### src/rtl/stepper_pkg.sv
`default_nettype none
// ============================================================================
//  Module      : stepper_pkg
//  Description : Shared definitions for the four-coil stepper sequencer:
//                drive-mode encodings, the 8-entry half-step phase table,
//                FSM state encoding and phase arithmetic helpers.
//  Revision    : 1.0 - initial release
// ============================================================================
package stepper_pkg;

    // Drive-mode encodings as seen on the mode port (2'b11 behaves as full).
    localparam logic [1:0] MODE_WAVE = 2'b00;
    localparam logic [1:0] MODE_FULL = 2'b01;
    localparam logic [1:0] MODE_HALF = 2'b10;

    // Active-high {D,C,B,A} patterns. Even indices energise one coil,
    // odd indices energise two adjacent coils.
    localparam logic [3:0] PHASE_TABLE [8] = '{
        4'b0001, 4'b0011, 4'b0010, 4'b0110,
        4'b0100, 4'b1100, 4'b1000, 4'b1001
    };

    typedef enum logic [0:0] {
        ST_IDLE = 1'b0,
        ST_RUN  = 1'b1
    } state_t;

    // Collapse the reserved encoding onto full-step.
    function automatic logic [1:0] norm_mode(input logic [1:0] mode);
        case (mode)
            MODE_WAVE: norm_mode = MODE_WAVE;
            MODE_HALF: norm_mode = MODE_HALF;
            default:   norm_mode = MODE_FULL;
        endcase
    endfunction

    // Snap the rotor index onto the sub-table the mode walks:
    // wave uses even indices, full uses odd indices, half uses all.
    function automatic logic [2:0] align_phase(input logic [2:0] idx,
                                               input logic [1:0] mode);
        case (mode)
            MODE_WAVE: align_phase = {idx[2:1], 1'b0};
            MODE_HALF: align_phase = idx;
            default:   align_phase = {idx[2:1], 1'b1};
        endcase
    endfunction

    // Advance the index modulo 8 (3-bit wrap does the modulo).
    function automatic logic [2:0] next_phase(input logic [2:0] idx,
                                              input logic       dir,
                                              input logic [1:0] mode);
        logic [2:0] inc;
        inc = (mode == MODE_HALF) ? 3'd1 : 3'd2;
        next_phase = dir ? (idx + inc) : (idx - inc);
    endfunction

endpackage : stepper_pkg
`default_nettype wire

### src/rtl/stepper_prescaler.sv
`default_nettype none
// ============================================================================
//  Module      : stepper_prescaler
//  Description : Reloadable down-counter producing one tick every
//                (reload+1) enabled cycles.
//  Ports       : clk, rst     - clock, asynchronous active-high reset
//                load         - force count to reload (priority over en)
//                en           - count enable
//                reload       - value loaded on load and on each tick
//                tick         - high in the cycle the count sits at zero
//  Revision    : 1.0 - initial release
// ============================================================================
module stepper_prescaler #(
    parameter int DIV_W = 16
) (
    input  logic             clk,
    input  logic             rst,
    input  logic             load,
    input  logic             en,
    input  logic [DIV_W-1:0] reload,
    output logic             tick
);

    logic [DIV_W-1:0] r_count;

    assign tick = en && (r_count == '0);

    always_ff @(posedge clk or posedge rst) begin
        if (rst) begin
            r_count <= '0;
        end else if (load) begin
            r_count <= reload;
        end else if (en) begin
            if (r_count == '0) begin
                r_count <= reload;
            end else begin
                r_count <= r_count - DIV_W'(1);
            end
        end
    end

endmodule : stepper_prescaler
`default_nettype wire

### src/rtl/stepper_seq_ctrl.sv
`default_nettype none
// ============================================================================
//  Module      : stepper_seq_ctrl
//  Description : Four-coil stepper sequencer with wave / full / half-step
//                drive, direction, programmable step period and count,
//                start/busy/done handshake, abort and hold/release policy.
//  Ports       : clk, rst     - clock, asynchronous active-high reset
//                start        - move request, sampled only while idle
//                dir          - 1 forward, 0 reverse
//                mode         - 00 wave, 01 full, 10 half, 11 full
//                nsteps       - steps to execute
//                period       - clk cycles per step (0 behaves as 1)
//                abort        - stop a running move
//                coils        - {D,C,B,A} drive, polarity per COIL_ACTIVE_LOW
//                busy         - move in progress
//                done         - one-cycle pulse at move end
//                pos          - steps executed in current/last move
//  Revision    : 1.0 - initial release
// ============================================================================
module stepper_seq_ctrl
    import stepper_pkg::*;
#(
    parameter int DIV_W           = 16,
    parameter int CNT_W           = 12,
    parameter bit COIL_ACTIVE_LOW = 1'b1,
    parameter bit HOLD_EN         = 1'b0
) (
    input  logic             clk,
    input  logic             rst,
    input  logic             start,
    input  logic             dir,
    input  logic [1:0]       mode,
    input  logic [CNT_W-1:0] nsteps,
    input  logic [DIV_W-1:0] period,
    input  logic             abort,
    output logic [3:0]       coils,
    output logic             busy,
    output logic             done,
    output logic [CNT_W-1:0] pos
);

    localparam logic [3:0] COILS_OFF = COIL_ACTIVE_LOW ? 4'b1111 : 4'b0000;

    // Map a phase index to the pin-level pattern.
    function automatic logic [3:0] drive(input logic [2:0] idx);
        drive = COIL_ACTIVE_LOW ? ~PHASE_TABLE[idx] : PHASE_TABLE[idx];
    endfunction

    state_t           r_state;
    logic [2:0]       r_phase;
    logic             r_dir;
    logic [1:0]       r_mode;
    logic [DIV_W-1:0] r_period_m1;
    logic [CNT_W-1:0] r_remaining;
    logic [CNT_W-1:0] r_pos;
    logic [3:0]       r_coils;
    logic             r_busy;
    logic             r_done;

    logic [1:0]       w_mode_in;
    logic [2:0]       w_aligned;
    logic [2:0]       w_next;
    logic [DIV_W-1:0] w_period_m1;
    logic [DIV_W-1:0] w_reload;
    logic             w_load;
    logic             w_run;
    logic             w_tick;

    assign w_mode_in   = norm_mode(mode);
    assign w_aligned   = align_phase(r_phase, w_mode_in);
    assign w_next      = next_phase(r_phase, r_dir, r_mode);
    // A zero period runs at one step per cycle.
    assign w_period_m1 = (period == '0) ? '0 : (period - DIV_W'(1));
    assign w_run       = (r_state == ST_RUN);
    assign w_load      = (r_state == ST_IDLE) && start && (nsteps != '0);
    // The latched period is not valid until after the accept edge, so the
    // first load takes the live port value.
    assign w_reload    = w_run ? r_period_m1 : w_period_m1;

    stepper_prescaler #(
        .DIV_W (DIV_W)
    ) u_prescaler (
        .clk    (clk),
        .rst    (rst),
        .load   (w_load),
        .en     (w_run),
        .reload (w_reload),
        .tick   (w_tick)
    );

    always_ff @(posedge clk or posedge rst) begin
        if (rst) begin
            r_state     <= ST_IDLE;
            r_phase     <= 3'd0;
            r_dir       <= 1'b0;
            r_mode      <= MODE_WAVE;
            r_period_m1 <= '0;
            r_remaining <= '0;
            r_pos       <= '0;
            r_coils     <= COILS_OFF;
            r_busy      <= 1'b0;
            r_done      <= 1'b0;
        end else begin
            r_done <= 1'b0;
            case (r_state)
                ST_IDLE: begin
                    // The final pattern of a move is shown for one cycle
                    // (alongside done) before release.
                    if (!HOLD_EN) begin
                        r_coils <= COILS_OFF;
                    end
                    if (start) begin
                        r_dir       <= dir;
                        r_mode      <= w_mode_in;
                        r_period_m1 <= w_period_m1;
                        r_remaining <= nsteps;
                        r_pos       <= '0;
                        if (nsteps == '0) begin
                            r_done <= 1'b1;
                        end else begin
                            r_phase <= w_aligned;
                            r_coils <= drive(w_aligned);
                            r_state <= ST_RUN;
                            r_busy  <= 1'b1;
                        end
                    end
                end
                ST_RUN: begin
                    // Abort beats a coincident tick: no step is taken.
                    if (abort) begin
                        r_state <= ST_IDLE;
                        r_busy  <= 1'b0;
                        r_done  <= 1'b1;
                    end else if (w_tick) begin
                        r_phase     <= w_next;
                        r_coils     <= drive(w_next);
                        r_pos       <= r_pos + CNT_W'(1);
                        r_remaining <= r_remaining - CNT_W'(1);
                        if (r_remaining == CNT_W'(1)) begin
                            r_state <= ST_IDLE;
                            r_busy  <= 1'b0;
                            r_done  <= 1'b1;
                        end
                    end
                end
                default: begin
                    r_state <= ST_IDLE;
                end
            endcase
        end
    end

    assign coils = r_coils;
    assign busy  = r_busy;
    assign done  = r_done;
    assign pos   = r_pos;

endmodule : stepper_seq_ctrl
`default_nettype wire

### config.mk
export PLATFORM = sky130hd
export DESIGN_NAME = stepper_seq_ctrl
export DESIGN_NICKNAME = d
export VERILOG_FILES = /design/src/rtl/stepper_pkg.sv /design/src/rtl/stepper_prescaler.sv /design/src/rtl/stepper_seq_ctrl.sv
export SDC_FILE = /design/constraint.sdc
export NUM_CORES = 1
export LEC_CHECK = 0
export BUFFER_PORTS_ARGS = -buffer_cell sky130_fd_sc_hd__buf_2
export CORE_UTILIZATION = 24
export DETAILED_ROUTE_END_ITERATION = 8
export SETUP_SLACK_MARGIN = 0.05
export SKIP_CTS_REPAIR_TIMING = 1
export SLEW_MARGIN = 10
export SYNTH_ARGS = -nofsm -noshare
export SYNTH_HDL_FRONTEND = slang
export SYNTH_SLANG_ARGS = --single-unit
### constraint.sdc
create_clock -name clk -period 3.2 [get_ports clk]
set_input_delay 0 -clock clk [delete_from_list [all_inputs] [get_ports clk]]
set_output_delay 0 -clock clk [all_outputs]
set_load 0.03 [all_outputs]
Yosys cells after proc, flatten, opt, wreduce, memory -nomap -nowiden
Memory sizes are Yosys's and may differ from the RTL's.
Cells that the tools add are included.
- eq/ne operators: 10
- bitwise operators: 5
- add/subtract/negate cells: 6
- $lt $le $gt $ge: 2
- reductions and logical operators: 15
- mux-type cells: 49
- operators with widths (operator ; count):
    16-bit 2-to-1 mux ; 5
    12-bit 2-to-1 mux ; 6
    12-bit one-hot mux with 2 select lines ; 2
    16-bit zero test ; 2
    4-bit 2-to-1 mux ; 8
    16-bit by 1-bit subtractor with 16-bit output, second input constant ; 2
    1-bit 2-to-1 mux ; 15
    3-bit 2-to-1 mux ; 5
    12-bit by 1-bit adder with 12-bit output, second input constant ; 1
    12-bit by 1-bit == test with 1-bit output, second input constant ; 1
    12-bit zero test ; 1
    12-bit nonzero test ; 1
    12-bit by 1-bit subtractor with 12-bit output, second input constant ; 1
    4-bit greater-or-equal comparator, second input constant ; 2
    3-bit NOT with 4-bit output ; 2
    4-bit NOT ; 2
    1-bit one-hot mux with 2 select lines ; 4
    4-bit one-hot mux with 2 select lines ; 1
    4-bit AND reduction ; 2
    2-bit == test, second input constant ; 3
    2-bit != test, second input constant ; 3
    3-bit by 2-bit != test with 1-bit output, second input constant ; 2
    3-bit one-hot mux with 2 select lines ; 1
    2-bit zero test ; 2
    other kinds (10) ; 13
- output and inout port bits: 18
- memories kept: 2
- bits in read-only memories: 64
- bits of input ports: 35
- flip-flop bits (word level): 69
- memory list (name ; depth ; width ; rd ports ; clocked after Yosys merged registers in ; wr ports ; RTL line ; text):
    (no name shown) ; 8 ; 4 ; 1 ; 0 ; 0 ; stepper_seq_ctrl.sv:46 ; drive = COIL_ACTIVE_LOW ? ~PHASE_TABLE[idx] : PHASE_TABLE[idx];
    (no name shown) ; 8 ; 4 ; 1 ; 0 ; 0 ; stepper_seq_ctrl.sv:46 ;

Longest topological paths before layout
- depth in word-level cells: 12
- gate-level depth with buffers: 8
- depth with buffers taken out: 8

Modules after synthesis
Synthesis repeated with hierarchy kept, for this count alone.
- cells, all modules: 506
- area, all modules: 4395.5 um^2
- by module, submodules not included (module ; sequential area each (um^2) ; times used ; cells an instance ; area each (um^2)):
    stepper_seq_ctrl ; 1331.3 ; 1 ; 378 ; 3270.6
    stepper_prescaler ; 400.4 ; 1 ; 128 ; 1124.8

Least setup slack after synthesis
No wires, ideal clock.
- path type: register to register
- start: register u_prescaler.r_count[3]
- end: register r_remaining[9]
- setup slack: 0.965 ns
- arrival time: 2.166 ns
- setup time: 0.069 ns
- clock period less this slack: 2.235 ns
- buffers on the path: 1
- cell stages (with the launch flop): 7
- cell sequence: dfrtp_1 > buf_6 > or4_4 > nor3_4 > nand3_1 > or4_1 > nand3_1
- longest elaborated chain between the ends: 4
- ends and longest elaborated chain (element ; RTL line ; text):
    from (decl) ; stepper_prescaler.sv:24 ; logic [DIV_W-1:0] r_count;
    from (signal assigned) ; stepper_prescaler.sv:32 ; r_count <= reload;
    from (signal assigned) ; stepper_prescaler.sv:35 ; r_count <= reload;
    from (signal assigned) ; stepper_prescaler.sv:37 ; r_count <= r_count - DIV_W'(1);
    16-bit zero test ; stepper_prescaler.sv:26 ; assign tick = en && (r_count == '0);
    1-bit logical AND ; stepper_prescaler.sv:26 ;
    2-bit by 1-bit != test with 1-bit output (no source line) ; - ;
    3-bit AND reduction (no source line) ; - ;
    to (signal assigned) ; stepper_seq_ctrl.sv:116 ; r_remaining <= nsteps;
    to (signal assigned) ; stepper_seq_ctrl.sv:138 ; r_remaining <= r_remaining - CNT_W'(1);
    to (decl) ; stepper_seq_ctrl.sv:54 ; logic [CNT_W-1:0] r_remaining;
No other way between the ends.
A chain may end at the register's enable or synchronous reset.

Worst setup path in the final report
- start: register u_prescaler.r_count[3]
- end: register u_prescaler.r_count[6]
- longest elaborated chain between the ends: 4
- elaborated cells on any way between the ends: 5
- classes of those cells: add/sub: 1; mux: 3; reduce/logical: 1
- ends and longest elaborated chain (element ; RTL line ; text):
    16-bit by 1-bit subtractor with 16-bit output / 16-bit zero test (equally long branches) ; stepper_prescaler.sv:37, stepper_prescaler.sv:34 ;
    16-bit 2-to-1 mux (*) ; stepper_prescaler.sv:34 ; if (r_count == '0) begin
    16-bit 2-to-1 mux (*) ; stepper_prescaler.sv:33 ; end else if (en) begin
    16-bit 2-to-1 mux (*) ; stepper_prescaler.sv:31 ; end else if (load) begin
Mark *: on every way between the ends. The rest lies on a longest branch, timed or not. The select of a mux whose other input is x is not followed.

==> results.toml <==
[hold_path]
hold_path.class = "primary input to flop"
min_to = "r_remaining[3]"
min_from = "nsteps[3]"
holdPathStages = 3

[route]
vias_per_cell = 5.13
firstDrtPassIters = 5
drtIter0Drc = 351
ant_nets = 0
num_vias = 4199
drt_wl_total_microns = 12500
wl_per_cell_microns = 15.2
drc = 0

[global_route]
antenna_found_initial = 0
grt_overflow = 0
grt_max_degree = 38
grt_pass1_vias = 3843
grt_pass1_wl_microns = 20700
grtUsageTotal_pct = 13.5

[worst_setup_path]
r2r_setup_slack_ns = 0.65
crit_required_ns = 3.38
cp_max_fo = 9
cp-start-kind = "flop"
rr_endpoint = "u_prescaler.r_count[6]"
cp.arrival_ns = 2.73
reg2reg_depth = 5
worst_setup_path_end_kind = "flop"
crit_type = "flop to flop"
timing.rr.start = "u_prescaler.r_count[3]"

[pwr]
leakage_uw = 0.00216
vdd_ir_drop_max_mv = 0.239
finalPower_uw = 3320
p_per_area_nw_per_um2 = 616

[logic_synthesis]
synth_top_family_by_area = "simple AND/OR/NAND/NOR gates"
muxShareOfSynthArea_pct = 2.11
synthSimpleGateAreaFrac_pct = 26.3
synth_seq_area_share_pct = 39.0
synth_edf_count = 0
synth-seq-cells = 69
synth-xor-area-share_pct = 2.17
ys.flop_type = "dfrtp_1"
synth.distinct_cells = 65
synth_compound_area_share_pct = 24.7
ys_async_sr_fraction_pct = 100
syn_nets = 567
syn_inst = 524
syn_area_sq_um = 4440
yosys.area_share.adder_pct = 2.42
ys_warn_count = 0
post_synth.cell_area_avg_sq_um = 8.47

[floorplanning]
coreArea_sq_um = 18000
die_x_microns = 138
die_h_microns = 138
core.rowCount = 49
initial_core_util_pct = 24.6
dieArea_sq_um = 19000
io_pins = 53

[timing]
slew_headroom_pct = 40.6
tightest_slew_ns = 0.880
max_freq_ghz = 0.392
grt_setup_unrepaired = "no"
min_period_ns = 2.55
drv_slew = 0
hold_ws_ns = -0.00566
min_period_over_period_pct = 79.8
worst_slack_ns = 0.647
skew_ns = 0.00464
setup_viol = 0
tns_ns = 0
hold_viol_final = 1

[final_layout]
fillerInstances = 1957
multi_input_area_sq_um = 2560
layout-drive-gt1-share_pct = 17.1
stdcell_count = 819
regArea_sq_um = 1730
final_core_util_pct = 29.9
areaGrowthSynthToFinish_pct = 21.3
fin_nets = 628
antennaDiodeCount = 0

[clock_tree]
cts_htree_levels = 3
clk_pin_slew_ns = 0.06
insertion_delay_ns = 0.34
clock_sinks = 69
cts_tree = "built"
cts_made_buffers = 9
root_buffer = "clkbuf_16"
clk_path_buf_depth = 2

[run]
maxCapViolCount = 0

[run_status]
run_status = "finished with violations"
violations = "hold timing"

[place]
pre_cts_ws_ns = 0.682
portBuffers = 52
hpwl_microns = 9040
gp_congestion = 0.859
place_inst = 793
==> routing by layer <==
metal,up-vias,GRT usage [%],share of wire (%),routed length [microns]
met5,-,0,0,0
met4,0,4.40,1.2,153
met3,13,2.84,4.4,544
met2,95,20.0,44,5550
met1,1978,19.4,50,6240
li1,2113,-,-,-
==> cells by family after synthesis <==
logic type	Yosys count
AO/OA/AOI/OAI	168
XOR/XNOR	11
adder cells (fa/ha/maj)	8
buffers and inverters	37
flip-flops	69
multiplexers	9
AND/OR/NAND/NOR	222
==> Yosys cell counts (all sizes together) (7+ instances only) <==
| master | count | area (sq um) |
|---|---|---|
| nand4 | 10 | 62.6 |
| o21ai | 46 | 230 |
| o21a | 8 | 60.1 |
| nand2 | 73 | 274 |
| o22ai | 11 | 68.8 |
| a21oi | 36 | 184 |
| dfrtp | 65 | 1630 |
| nor4 | 15 | 113 |
| or3 | 10 | 62.6 |
| o211ai | 8 | 60.1 |
| clkbuf | 17 | 63.8 |
| nand3 | 20 | 100 |
| inv | 14 | 52.6 |
| o31ai | 15 | 123 |
| or4 | 14 | 109 |
| nor3 | 22 | 121 |
| nor2 | 25 | 93.8 |
| nor2b | 7 | 43.8 |
| ha | 7 | 87.6 |
==> final cells by class <==
type	count	share of cell area (%)
clock buffers	13	5.20
clock inverters	3	0.325
inverters	14	0.975
multi-input cells	418	47.6
flip-flops and latches	69	32.2
well taps	229	5.32
repair buffers	73	8.45
==> worst max-delay path by stage <==
stage,from,end,slack (ns),cells after the start
floorplan,u_prescaler.r_count[3],r_remaining[9],0.96,6
global placement,u_prescaler.r_count[3],u_prescaler.r_count[9],0.74,5
detailed placement,u_prescaler.r_count[3],u_prescaler.r_count[6],0.68,5
CTS,u_prescaler.r_count[3],u_prescaler.r_count[6],0.67,5
global route,u_prescaler.r_count[6],pos[9],0.51,5
finish,u_prescaler.r_count[3],u_prescaler.r_count[6],0.65,5
==> stage by stage <==
step	instance area (sq um)	hold slack, ns
2_1_floorplan	4440	0.105
3_3_place_gp	4990	0.207
3_5_place_dp	4990	0.218
4_1_cts	5290	-0.151
5_1_grt	5390	0.00507
6_report	5390	-0.00566
==> cells in the final DEF (no fill, tap or decap), drive strengths merged, types with 7 or more instances in the layout <==
master        n
a21oi        36
buf          63
clkbuf       13
dfrtp        65
dlygate4sd3  10
ha            7
inv          14
nand2        73
nand3        20
nand4        10
nor2         25
nor2b         7
nor3         22
nor4         15
o211ai        8
o21a          8
o21ai        46
o22ai        11
o31ai        15
or3          10
or4          14
==> power breakdown <==
| group | internal (uW) | switching [uW] |
|---|---|---|
| combinational | 402 | 575 |
| sequential | 1100 | 249 |
| clock | 606 | 386 |
==> critical path: stages, from the launching register on <==
cell      delay, ns
dfrtp_1        0.46
or4_4          0.61
nor3_4         0.34
a21oi_2        0.20
nor2_1         0.60
a21boi_0       0.18
==> sequential cells by signal (all words and copies together) (netlist names) <==
signal and flops:
busy 1, r_remaining 12, r_dir 1, r_period_m1 16, u_prescaler.r_count 16, coils 4
done 1, pos 12, r_phase 3, r_mode 2, r_state 1
Power figures use the tool's default switching activity.
